$ cat config.mk
export PLATFORM = sky130hd
export DESIGN_NAME = sd_scheduler
export DESIGN_NICKNAME = d
export VERILOG_FILES = /design/src/rtl/sd_scheduler.sv
export SDC_FILE = /design/constraint.sdc
export NUM_CORES = 1
export LEC_CHECK = 0
export ABC_AREA = 1
export BUFFER_PORTS_ARGS = -buffer_cell sky130_fd_sc_hd__buf_2
export CAP_MARGIN = 30
export CORE_MARGIN = 2
export CORE_UTILIZATION = 54
export CTS_CLUSTER_DIAMETER = 30
export DETAILED_ROUTE_END_ITERATION = 16
export HOLD_SLACK_MARGIN = 0.05
export PLACE_DENSITY = 0.9
export SLEW_MARGIN = 5
export SYNTH_ARGS = -nofsm -noshare
export SYNTH_HDL_FRONTEND = slang
export SYNTH_SLANG_ARGS = --single-unit
$ cat constraint.sdc
create_clock -name clk -period 4 [get_ports clk]
set_input_delay 0.8 -clock clk [delete_from_list [all_inputs] [get_ports clk]]
set_output_delay 0.8 -clock clk [all_outputs]
set_load 0.1 [all_outputs]
$ cat src/rtl/sd_scheduler.sv
// Round-robin arbiter sharing the single sd_card sector channel between four requesters.
// A request is latched, issued as a one-hot start, and completed on rdone or timeout.
module sd_scheduler #(
  parameter logic [23:0] TIMEOUT = 24'd12_000_000
) (
  input  logic         clk,
  input  logic         rstn,
  input  logic [3:0]   req_rd,
  input  logic [3:0]   req_wr,
  input  logic [127:0] req_sector,
  input  logic [31:0]  req_inbyte,
  output logic [3:0]   src_busy,
  output logic [3:0]   src_done,
  output logic [3:0]   src_err,
  output logic [3:0]   src_outen,
  output logic [3:0]   sd_rstart,
  output logic [3:0]   sd_wstart,
  output logic [31:0]  sd_rsector,
  output logic [7:0]   sd_inbyte,
  input  logic         sd_rdone,
  input  logic         sd_outen
);

  typedef enum logic [1:0] {ST_IDLE, ST_ISSUE, ST_COMPLETE} state_t;

  state_t      r_state;
  state_t      w_state_nxt;
  logic [3:0]  r_pend_rd;
  logic [3:0]  r_pend_wr;
  logic [31:0] r_sec [4];
  logic [1:0]  r_gnt;
  logic [1:0]  r_last;
  logic        r_dir_rd;
  logic        r_err;
  logic [23:0] r_cnt;
  logic [31:0] r_rsector;

  logic [3:0]  w_pend;
  logic [3:0]  w_busy;
  logic [3:0]  w_gnt_oh;
  logic [1:0]  w_pick;
  logic        w_any;
  logic        w_grant;
  logic [23:0] w_cnt_inc;
  logic        w_timeout;

  assign w_pend    = r_pend_rd | r_pend_wr;
  assign w_gnt_oh  = 4'b0001 << r_gnt;
  assign w_grant   = (r_state == ST_IDLE) && w_any;
  assign w_cnt_inc = (r_cnt == 24'hFF_FFFF) ? r_cnt : r_cnt + 24'd1;
  assign w_timeout = (TIMEOUT != 24'd0) && (w_cnt_inc == TIMEOUT);

  // Descending scan so the nearest pending index after r_last wins.
  always_comb begin
    logic [1:0] idx;
    w_pick = 2'd0;
    w_any  = 1'b0;
    idx    = 2'd0;
    for (int k = 4; k >= 1; k--) begin
      idx = r_last + 2'(k);
      if (w_pend[idx]) begin
        w_pick = idx;
        w_any  = 1'b1;
      end
    end
  end

  always_comb begin
    for (int i = 0; i < 4; i++) begin
      w_busy[i] = w_pend[i] | ((r_state != ST_IDLE) && (r_gnt == 2'(i)));
    end
  end

  always_ff @(posedge clk or negedge rstn) begin
    if (!rstn) r_state <= ST_IDLE;
    else       r_state <= w_state_nxt;
  end

  always_comb begin
    w_state_nxt = r_state;
    case (r_state)
      ST_IDLE:     if (w_any) w_state_nxt = ST_ISSUE;
      ST_ISSUE:    if (sd_rdone || w_timeout) w_state_nxt = ST_COMPLETE;
      ST_COMPLETE: w_state_nxt = ST_IDLE;
      default:     w_state_nxt = ST_IDLE;
    endcase
  end

  always_ff @(posedge clk or negedge rstn) begin
    if (!rstn) begin
      r_pend_rd <= 4'd0;
      r_pend_wr <= 4'd0;
      r_gnt     <= 2'd0;
      r_last    <= 2'd3;
      r_dir_rd  <= 1'b0;
      r_err     <= 1'b0;
      r_cnt     <= 24'd0;
      r_rsector <= 32'd0;
    end else begin
      if (w_grant) begin
        r_gnt     <= w_pick;
        r_last    <= w_pick;
        r_dir_rd  <= r_pend_rd[w_pick];
        r_rsector <= r_sec[w_pick];
        r_cnt     <= 24'd0;
        r_err     <= 1'b0;
      end
      if (r_state == ST_ISSUE) begin
        r_cnt <= w_cnt_inc;
        if (!sd_rdone && w_timeout) r_err <= 1'b1;
      end
      // A read wins over a simultaneous write from the same source.
      for (int i = 0; i < 4; i++) begin
        if (w_grant && (w_pick == 2'(i))) begin
          r_pend_rd[i] <= 1'b0;
          r_pend_wr[i] <= 1'b0;
        end else if (!w_busy[i] && (req_rd[i] || req_wr[i])) begin
          r_pend_rd[i] <= req_rd[i];
          r_pend_wr[i] <= ~req_rd[i] & req_wr[i];
        end
      end
    end
  end

  always_ff @(posedge clk) begin
    for (int i = 0; i < 4; i++) begin
      if (!w_busy[i] && (req_rd[i] || req_wr[i])) r_sec[i] <= req_sector[32*i +: 32];
    end
  end

  // The one-cycle COMPLETE state keeps every start low so sd_card sees a fresh edge.
  always_comb begin
    src_busy  = w_busy;
    sd_rstart = 4'd0;
    sd_wstart = 4'd0;
    src_done  = 4'd0;
    src_err   = 4'd0;
    src_outen = 4'd0;
    sd_inbyte = 8'h00;
    if (r_state == ST_ISSUE) begin
      if (r_dir_rd) sd_rstart = w_gnt_oh;
      else          sd_wstart = w_gnt_oh;
      if (sd_outen) src_outen = w_gnt_oh;
      sd_inbyte = req_inbyte[8*r_gnt +: 8];
    end
    if (r_state == ST_COMPLETE) begin
      src_done = w_gnt_oh;
      if (r_err) src_err = w_gnt_oh;
    end
  end

  assign sd_rsector = r_rsector;

endmodule

## Word-level counts from Yosys, hierarchy flattened

Memories as Yosys holds them, arrays and structs flattened. A register that Yosys moved wholly into a read port is not among the register bits.
Index checks and enable logic that the tools add are counted.

- Register bits after elaboration: 40
- Bits in writable memories: 128
- Input bits: 172
- Output and inout bits: 64
- Logic and storage cells: 147
- Memories: 1

Memory list:

| memory | words | bits a word | rd ports | clocked after Yosys merged registers in | write ports | RTL line | text |
|---|---|---|---|---|---|---|---|
| r_sec | 4 | 32 | 1 | 1 | 4 | 30 | `logic [31:0] r_sec [4];` |

- Add/subtract/negate cells: 4
- Magnitude comparators: 5
- Equality and inequality tests: 12
- Shifts and indexed selects: 2
- Multiplexer cells: 61
- Bitwise gates (word level): 13
- Reduce and logical (&&, ||, !) cells: 35

Operators with widths:

| cell | count |
|---|---|
| $mux 24 | 3 |
| $eq 24x24->1 const B | 2 |
| $mux 1 | 36 |
| $mux 4 | 9 |
| $shiftx 32x6->8 | 1 |
| $add 24x1->24 const B | 1 |
| $lt 2x3->1 const B | 5 |
| $logic_and 1x1->1 | 14 |
| $mux 2 | 6 |
| $reduce_bool 2->1 | 6 |
| $bmux 1 s2 | 5 |
| $eq 2x2->1 const B | 5 |
| $mux 8 | 1 |
| $eq 2x1->1 const B | 3 |
| $logic_not 1->1 | 6 |
| $logic_not 2->1 | 3 |
| $logic_or 1x1->1 | 5 |
| $add 2x2->2 const B | 2 |
| $and 1x1->1 | 4 |
| $ne 2x2->1 const B | 2 |
| $not 1->1 | 4 |
| $or 1x1->1 | 4 |
| $or 4x4->4 | 1 |
| $pmux 2 s2 | 1 |
| 3 further kinds | 3 |

## Logic depth before layout (Yosys ltp)

- Depth in word-level cells: 11
- Gate-level depth with buffers: 18
- Gate-level depth less buffers: 16

## Worst setup path after synthesis

Ideal clock, no wire load.

- Path kind: reg-to-reg
- Start: register r_gnt[1]
- End: memory r_sec[0][0], enable pin
- Library setup time: 0.620 ns
- Arrival: 4.598 ns
- Required time: 3.380 ns
- Path slack: -1.218 ns
- Stages on the path, launching flop included: 5
- Path buffers: 0
- Period minus slack after synthesis: 5.218 ns
- Path through: dfrtp_1 nor2_1 inv_1 o21ai_0 a21oi_1

RTL lines:

| item | RTL line | text |
|---|---|---|
| start, declared | 31 | `logic [1:0] r_gnt;` |
| start signal, assigned | 101 | `r_gnt <= w_pick;` |
| end, declared | 30 |  |

## Worst setup path in the final report

- Start: register r_gnt[0]
- End: output src_busy[1]

- Longest elaborated chain between the ends: 3

Ends and longest elaborated chain:

| item | RTL line | text |
|---|---|---|
| $eq 2x1->1 | 70 | `w_busy[i] = w_pend[i] \| ((r_state != ST_IDLE) && (r_gnt == 2'(i)));` |
| $logic_and 1x1->1 | 70 |  |
| $or 1x1->1 | 70 |  |
| end, declared | 12 | `output logic [3:0] src_busy,` |

Every way passes these cells.

==> impl_results.md <==
* Clock skew at approximately 0.010 ns
* Hold WC Path Type: in2async
* Final cell count without fillers at approximately 1500
* Initial core utilization at a little over half
* Worst Setup Slack, final at approximately 0.64 ns
* Register bit count reported by yosys at 200
* Fin. max-slew vios at 0
* Vias/cell at ~5.4
* Cell area after synthesis at ~9500 µm²
* Die height at 136 µm
* CP max FO at 9
* Via count at roughly 8400
* Total CTS buffers at 17
* Hold buffers post-CTS at 0
* Boundary Pins at about 240
* First DRT Iteration DRCs at slightly above 800
* Mean Syn Cell Area at around 8.7 µm²
* Final cycle utilization of the critical path at a little over four fifths
* Area growth, synth to finish at 20.7%
* # port buffers at between 200 and 250
* Placement Rows at between 40 and 50
* Fmax at between 200 and 300 MHz
* Largest area contributor in the netlist: edfxtp_1
* Worst R2R Setup Slack at about 1.2 ns
* Layout cells sized above 1 at 22.7%
* Clock transition at path regs at 0.07 ns
* Vias in the first global route at about 8300
* Post-synth top area share at about two fifths
* Worst-Skew Late Latency at roughly 0.43 ns
* RSZ-0062 raised after global routing: no
* CTS tree: done
* Slew of the pin with the lowest slew margin at roughly 0.8 ns
* Global-route wire length before repair at 40300 µm
* Crit path DAT at 2.56 ns
* Max-cap violations at 0
* Root Driver: clkbuf_16
* Yosys cell types at 33
* Final min period at roughly 3.4 ns
* TritonCTS sink count at 200
* Routability cong. at 0.920
* Total wire length at between 20000 and 30000 µm
* Die width at roughly 140 µm
* CP endpoint kind: output pin
* Post-Syn Nets at roughly 1300
* Hold slack at approximately 0.33 ns
* Hpwl dp at about 18000 µm
* Post-CTS Setup Inserts at 0
* Worst R2R End: r_cnt[16]
* Setup violations, final at 0
* Total GRT Usage at roughly 28%
* Dpl cells at 1511
* Initial antenna violation count at 2
* Crit Path Class: reg2out
* Largest net degree at the start of global routing at 73
* GRT overflow at 0
* Top post-synthesis cells by area: edfxtp_1 41%, nand2_1 19%, dfrtp_1 19%, nand3_1 4.8%, nor2_1 3.6%
* Fin nets at 1480
* Pre-antenna DRT Iters at 5
* Synthesized instance count at ~1100
* Pre-CTS WS at roughly 1.1 ns
* Crit Reg-Reg Startpoint: r_last[0]
* Crit path required time at about 3.2 ns
* Syn. warnings at 0
* Status: finished, final reports clean
* Most common library cell in the layout ignoring fill and taps: nand2_1
* Core Region at 17200 µm²
* Final hold vios at 0
* Die area at between 15000 and 20000 µm²
* CP startpoint kind: register
* Most frequent cells in the layout: 471 x nand2_1, 234 x buf_2, 128 x edfxtp_1
* Routed WL per cell at about 17 µm
* Seq/Total Area, Yosys at 59.7%
* Slew headroom at a little under half
* Worst reg2reg path depth at 9
* Clock H-tree levels at 4
* CTS Buffer Depth at 2
* DRT antenna net count at 0
* CTS resizes at 0
* # DRC at 0
* Post-Route Setup TNS at 0 ns
## area by class of cell
type,instances,area [µm²]
inverters,67,251
clock inverters,14,141
clock buffers,17,425
flip-flops and latches,200,5650
diodes,1,2.50
fillers,1329,5810
multi-input cells,773,3350
repair buffers,248,1330
well taps,225,282
## cell usage after synthesis
master / n
o21ai_1: 4
nand3_2: 2
edfxtp_1: 128
nand4_1: 9
buf_4: 5
nor2_2: 1
nand3b_1: 2
nor2_4: 1
inv_1: 63
buf_1: 1
nand2_2: 4
and2_1: 1
xor2_2: 1
dfrtp_1: 70
or2_2: 1
inv_2: 4
nand3_1: 91
buf_2: 13
nor2_1: 92
a22oi_1: 16
buf_6: 7
nand2_1: 471
a31o_2: 1
o21ai_0: 27
ha_1: 1
nor3_1: 7
xor2_1: 4
clkbuf_1: 19
xnor2_1: 1
o22ai_1: 13
dfstp_2: 2
nand2_4: 1
a21oi_1: 22
## per-stage QoR
step                util, %  instance area, µm²
floorplan                 -                9470
global placement       62.5               10800
detailed placement     62.8               10800
CTS                    66.0               11400
global route           66.3               11400
finish                 66.3               11400
## worst max-delay path: stages (launching register included)
cell	delay, ns
dfrtp_1	0.39
inv_1	0.07
nor2_1	0.44
inv_1	0.28
o21ai_1	0.43
buf_2	0.52
## logic make-up after synthesis
kind of cell	after synthesis	share of synthesized area (%)
xor+xnor	6	0.635
flops	200	59.7
buf+inv	112	5.37
compound gates	83	5.02
simple gates	683	29.2
fa+ha+maj	1	0.132
## registers in the layout, indices dropped and copies added (netlist names)
register    count
r_last          2
r_dir_rd        1
r_gnt           2
r_state         2
r_cnt          24
r_pend_rd       4
sd_rsector     32
r_sec         128
r_pend_wr       4
r_err           1
## how the worst max path moves through the flow
| stage | startpoint | end | slack, ns | depth (start not counted) |
|---|---|---|---|---|
| after floorplan | r_gnt[1] | r_sec[0][0] | 0.06 | 4 |
| after global placement | r_gnt[0] | src_busy[1] | 1.25 | 5 |
| after detailed placement | r_gnt[0] | src_busy[1] | 1.12 | 5 |
| after CTS | r_gnt[0] | src_busy[1] | 0.65 | 5 |
| after global routing | r_gnt[0] | src_busy[1] | 0.48 | 5 |
| final | r_gnt[0] | src_busy[1] | 0.64 | 5 |
## per-layer routing
layer	up-vias	global-route usage (%)	part of all wire, %
met1	3875	33.5	38
li1	3985	-	-
met5	-	0	0.092
met4	4	11.1	2.2
met2	489	49.4	50
met3	48	7.42	9.6
Power is not shown: default switching activity piles up to over one toggle a cycle in this logic, so the estimate is an artifact.
